**config.mk**
```make
export PLATFORM = sky130hd
export DESIGN_NAME = dmem_responder
export DESIGN_NICKNAME = d
export VERILOG_FILES = /design/src/rtl/dmem_responder.sv
export SDC_FILE = /design/constraint.sdc
export NUM_CORES = 2
export LEC_CHECK = 0
export CAP_MARGIN = 10
export CELL_PAD_IN_SITES_DETAIL_PLACEMENT = 1
export CELL_PAD_IN_SITES_GLOBAL_PLACEMENT = 1
export CORE_UTILIZATION = 40
export CTS_CLUSTER_SIZE = 8
export DETAILED_ROUTE_END_ITERATION = 10
export PLACE_DENSITY = 0.59
export SLEW_MARGIN = 20
export SYNTH_ARGS = -nofsm -noshare
export SYNTH_HDL_FRONTEND = slang
export SYNTH_SLANG_ARGS = --single-unit
```
**constraint.sdc**
```tcl
create_clock -name clk -period 5.9 [get_ports clk]
set_input_delay 1.475 -clock clk [delete_from_list [all_inputs] [get_ports clk]]
set_output_delay 1.475 -clock clk [all_outputs]
set_load 0.1 [all_outputs]
```
**src/rtl/dmem_responder.sv**
```systemverilog
// dmem_responder: 64-bit-word data RAM serving one request at a time. Each response
// comes WAIT_STATES+1 cycles after the request is accepted. The optional alignment fault is enabled by `DMEM_ALIGN_CHECK_EN.
module dmem_responder #(
    parameter int WORD        = 64,
    parameter int DEPTH_WORDS = 32,
    parameter int WAIT_STATES = 2
) (
    input  logic            clk,
    input  logic            rst_n,
    input  logic            req_valid,
    output logic            req_ready,
    input  logic            req_write,
    input  logic [WORD-1:0] req_addr,
    input  logic [WORD-1:0] req_wdata,
    output logic            resp_valid,
    input  logic            resp_ready,
    output logic [WORD-1:0] resp_rdata,
    output logic            resp_err,
    output logic [1:0]      dbg_state
);
    // Handshakes: a transfer happens on a rising edge where valid && ready.
    // A source holds valid and its payload steady until the transfer happens.
    // req_ready depends only on state. A response is held until resp_ready is seen.
    localparam int AW = (DEPTH_WORDS > 1) ? $clog2(DEPTH_WORDS) : 1;

    typedef enum logic [1:0] {
        S_IDLE = 2'd0,
        S_WAIT = 2'd1,
        S_RESP = 2'd2
    } state_t;

    state_t            state;
    logic [3:0]        cnt;
    logic              hold_write;
    logic [WORD-1:0]   hold_addr;
    logic [WORD-1:0]   hold_wdata;
    logic [WORD-1:0]   mem [DEPTH_WORDS];

    logic              acc_write;
    logic [WORD-1:0]   acc_addr;
    logic [WORD-1:0]   acc_wdata;
    logic [AW-1:0]     acc_idx;
    logic              acc_fault;
    logic              enter_resp;
    logic              do_write;
    logic [WORD-1:0]   rdata_next;

    // With zero wait states the access commits on the accept edge itself, so it
    // uses the live request. Otherwise it uses the copy captured at accept.
    always_comb begin
        acc_write  = hold_write;
        acc_addr   = hold_addr;
        acc_wdata  = hold_wdata;
        if (state == S_IDLE) begin
            acc_write = req_write;
            acc_addr  = req_addr;
            acc_wdata = req_wdata;
        end
        acc_idx   = acc_addr[3 +: AW];
        acc_fault = (acc_addr >> 3) >= WORD'(DEPTH_WORDS);
`ifdef DMEM_ALIGN_CHECK_EN
        if (acc_addr[2:0] != 3'b000) acc_fault = 1'b1;
`endif
        enter_resp = ((state == S_IDLE) && req_valid && req_ready && (WAIT_STATES == 0))
                   || ((state == S_WAIT) && (cnt == 4'd1));
        do_write   = enter_resp && acc_write && !acc_fault && rst_n;
        rdata_next = '0;
        if (!acc_fault && !acc_write) rdata_next = mem[acc_idx];
    end

    always_ff @(posedge clk) begin
        if (do_write) mem[acc_idx] <= acc_wdata;
    end

    always_ff @(posedge clk or negedge rst_n) begin
        if (!rst_n) begin
            state      <= S_IDLE;
            cnt        <= 4'd0;
            req_ready  <= 1'b1;
            resp_valid <= 1'b0;
            resp_rdata <= '0;
            resp_err   <= 1'b0;
            hold_write <= 1'b0;
            hold_addr  <= '0;
            hold_wdata <= '0;
        end else begin
            case (state)
                S_IDLE: begin
                    if (req_valid && req_ready) begin
                        hold_write <= req_write;
                        hold_addr  <= req_addr;
                        hold_wdata <= req_wdata;
                        req_ready  <= 1'b0;
                        if (WAIT_STATES == 0) begin
                            state      <= S_RESP;
                            resp_valid <= 1'b1;
                            resp_rdata <= rdata_next;
                            resp_err   <= acc_fault;
                        end else begin
                            state <= S_WAIT;
                            cnt   <= 4'(WAIT_STATES);
                        end
                    end
                end
                S_WAIT: begin
                    cnt <= cnt - 4'd1;
                    if (enter_resp) begin
                        state      <= S_RESP;
                        resp_valid <= 1'b1;
                        resp_rdata <= rdata_next;
                        resp_err   <= acc_fault;
                    end
                end
                S_RESP: begin
                    if (resp_ready) begin
                        state      <= S_IDLE;
                        resp_valid <= 1'b0;
                        resp_rdata <= '0;
                        resp_err   <= 1'b0;
                        req_ready  <= 1'b1;
                    end
                end
                default: begin
                    state     <= S_IDLE;
                    req_ready <= 1'b1;
                end
            endcase
        end
    end

    assign dbg_state = state;

endmodule

```
==> results.cfg <==
[status]
status = finished clean

[floorplan]
initial_core_util_pct = 40.30
chipHeight_um = 453.7
die_w_um = 453.7
core-area_um2 = 202500
die_area_um2 = 205900
rows = 165
io_pins = 202

[logic_synthesis]
syn_nets = 5252
ys_types = 49
synth-async-reset-ratio_pct = 8.856
ys_seq_area_share_pct = 81.45
synth_area_per_cell_um2 = 15.95
synth_area_leaders = edfxtp_1, o22ai_1, dfrtp_1, nand2_1, o21ai_1
ys_ff_latch = 2247
synth_top_area_cell = edfxtp_1
synthFlopType = edfxtp_1
yosysMostFrequentCell = edfxtp_1
synth_edf_count = 2048
synthCells = 5117
yosys_warnings = 0
netlist_top_cells_count = edfxtp_1, o22ai_1, nand2_1
synth_top_area_share_pct = 75.35
synth_area_um2 = 81620

[drt]
antenna_left = 0
drt_wl_total_um = 256500
wl_per_cell_um = 30.52
routed-via-count = 50482
route.detailed.drc = 0
drt-initial-drc-count = 4776
routed_via_density = 6.006
drtPass1Iterations = 5

[grt]
grt_max_degree = 111
grt_pass1_wl_um = 368200
grt_overflow = 0
antenna_found_initial = 21
grt_pass1_vias = 52434
grt_usage_pct = 24.67

[finish]
fin_area_um2 = 98170
syn_to_final_growth_pct = 20.27
nNetsFinal = 5654
fillerInstances = 19136
drive_gt1_share_pct = 11.29
fin_cells = 8405

[sta]
period_share_pct = 74.59
skew_ns = 0.06080
rsz0062_at_grt = false
fin_tns_setup_ns = 0
setup_viol = 0
timing.final.ws_setup_ns = 1.499
slew_viol_final = 0
tightestPinTransition_ns = 1.166
max_slew_margin_pct = 22.11
fmax_mhz = 227.2
min_period_ns = 4.401
finalHoldViolations = 0

[critical_path]
reg2reg_slack_ns = 1.67
crit_buf_inv = 1
slowest_delay_ns = 1.26
cp.required_ns = 4.43
crit_arrival_ns = 2.93
critPathMaxFanout = 17
cp_cell_sequence = clkdlybuf4s50_1
critPathLaunchType = flop
end_kind = output pin
cp_top_family = buffers and inverters
worstSetupPathType = flop to output pin
cp_slowest_cell = clkdlybuf4s50_1

[cts]
ctsLongestPathBuffers = 4
htree_levels = 5
cts-root-buf = clkbuf_16
cts_tree = yes
holdBufCountCts = 0
insertion_delay_ns = 0.94
cts_resized = 0
postCtsSetupRepairBufs = 0
cts_sinks = 2247
path_clk_slew_ns = 0.05
cts_buffers = 332

[place]
placed_cell_area_um2 = 88830
gp_congestion = 0.7398
pre_cts_slack_ns = 0.7456
dp_hpwl_um = 137500
place_inst = 7857
portBuffers = 198

[power_and_ir_drop]
power_density_nw_per_um2 = 463.2
ir_drop_mv = 0.3249
p_leak_nw = 32.18

[min_path]
hold_class = input port to asynchronous set/reset pin

[job]
drv_cap = 0
[cells in the final DEF (no fill, tap or decap), types with 7 or more instances in the layout]
cell and count:
nor2_1 46, edfxtp_1 2048, o22ai_1 1024, clkbuf_1 198
nand2_1 585, buf_12 101, nor3_1 10, a21oi_1 22
o311ai_0 20, nor2_4 35, buf_4 119, a32o_1 20
and2_4 7, or3_1 20, clkbuf_16 336, a22o_1 44
nor4_1 26, dfrtp_1 198, nand4_1 114, clkdlybuf4s50_1 197
nand2_2 16, o21ai_1 298, o21ai_0 181
[where the power goes]
| part | internal (W) | total [W] | switching (W) |
|---|---|---|---|
| sequential | 0.0196 | 0.0198 | 0.000258 |
| clock | 0.0105 | 0.0171 | 0.00663 |
| combinational | 0.00209 | 0.00848 | 0.00640 |
[area by class of cell]
| type | instances | area, um^2 | area share, % |
|---|---|---|---|
| Sequential cell | 2247 | 66480 | 67.72 |
| Timing Repair Buffer | 418 | 4902 | 4.994 |
| Inverter | 6 | 22.52 | 0.02294 |
| Clock buffer | 535 | 9165 | 9.336 |
| Multi-Input combinational cell | 2514 | 14120 | 14.39 |
| Clock inverter | 10 | 127.6 | 0.1300 |
| Antenna cell | 3 | 7.507 | 0.007647 |
| Tap cell | 2672 | 3343 | 3.406 |
[per-layer routing]
| layer | vias up | routed length (um) | part of all wire [%] | global-route usage, % |
|---|---|---|---|---|
| met5 | - | 143 | 0.056 | 0 |
| li1 | 21442 | - | - | - |
| met2 | 1798 | 122700 | 48 | 39.78 |
| met1 | 26821 | 111100 | 43 | 34.52 |
| met3 | 401 | 15880 | 6.2 | 3.966 |
| met4 | 20 | 6732 | 2.6 | 7.121 |
[cells by family (layout without fill, tap and decap cells)]
kind of cell / Yosys count / count (layout) / share of synthesized area (%)
flops: 2247 / 2247 / 81.45
compound gates: 1624 / 1624 / 12.00
simple gates: 884 / 884 / 4.700
buf+inv: 356 / 969 / 1.769
fa+ha+maj: 2 / 2 / 0.03065
xor+xnor: 2 / 2 / 0.02146
mux: 2 / 2 / 0.02606
other cells: 0 / 3 / 0
[state kept, by name, indices dropped and copies added (netlist names)]
name        flops
mem          2048
hold_wdata     64
resp_rdata     64
hold_addr      61
cnt             4
dbg_state       2
hold_write      1
req_ready       1
resp_err        1
resp_valid      1
[final timing paths]
path / from / endpoint / cells past startpoint
min reg2reg: hold_wdata[42]$_DFFE_PN0P_ / hold_wdata[42]$_DFFE_PN0P_ / 2
max reg2reg: dbg_state[0]$_DFFE_PN0P_ / mem[16][28]$_DFFE_PP_ / 8
min in group clk: hold_wdata[42]$_DFFE_PN0P_ / hold_wdata[42]$_DFFE_PN0P_ / 2
min: rst_n / hold_addr[37]$_DFFE_PN0P_ / 1
max: dbg_state[0]$_DFFE_PN0P_ / dbg_state[0] / 1
max in group asynchronous: rst_n / resp_rdata[31]$_DFFE_PN0P_ / 2
[per-stage QoR]
| step | total power [W] | util [%] | hold slack (ns) |
|---|---|---|---|
| CTS | 0.04581 | 48.45 | 0.4127 |
| detailed placement | 0.02864 | 43.86 | 0.4631 |
| global route | 0.04704 | 48.47 | 0.4596 |
| floorplan | 0.02477 | - | 0.4455 |
| finish | 0.04547 | 48.47 | 0.4572 |
| global placement | 0.02839 | 43.86 | 0.4588 |
Note: power is estimated with default switching activity, not from simulation.
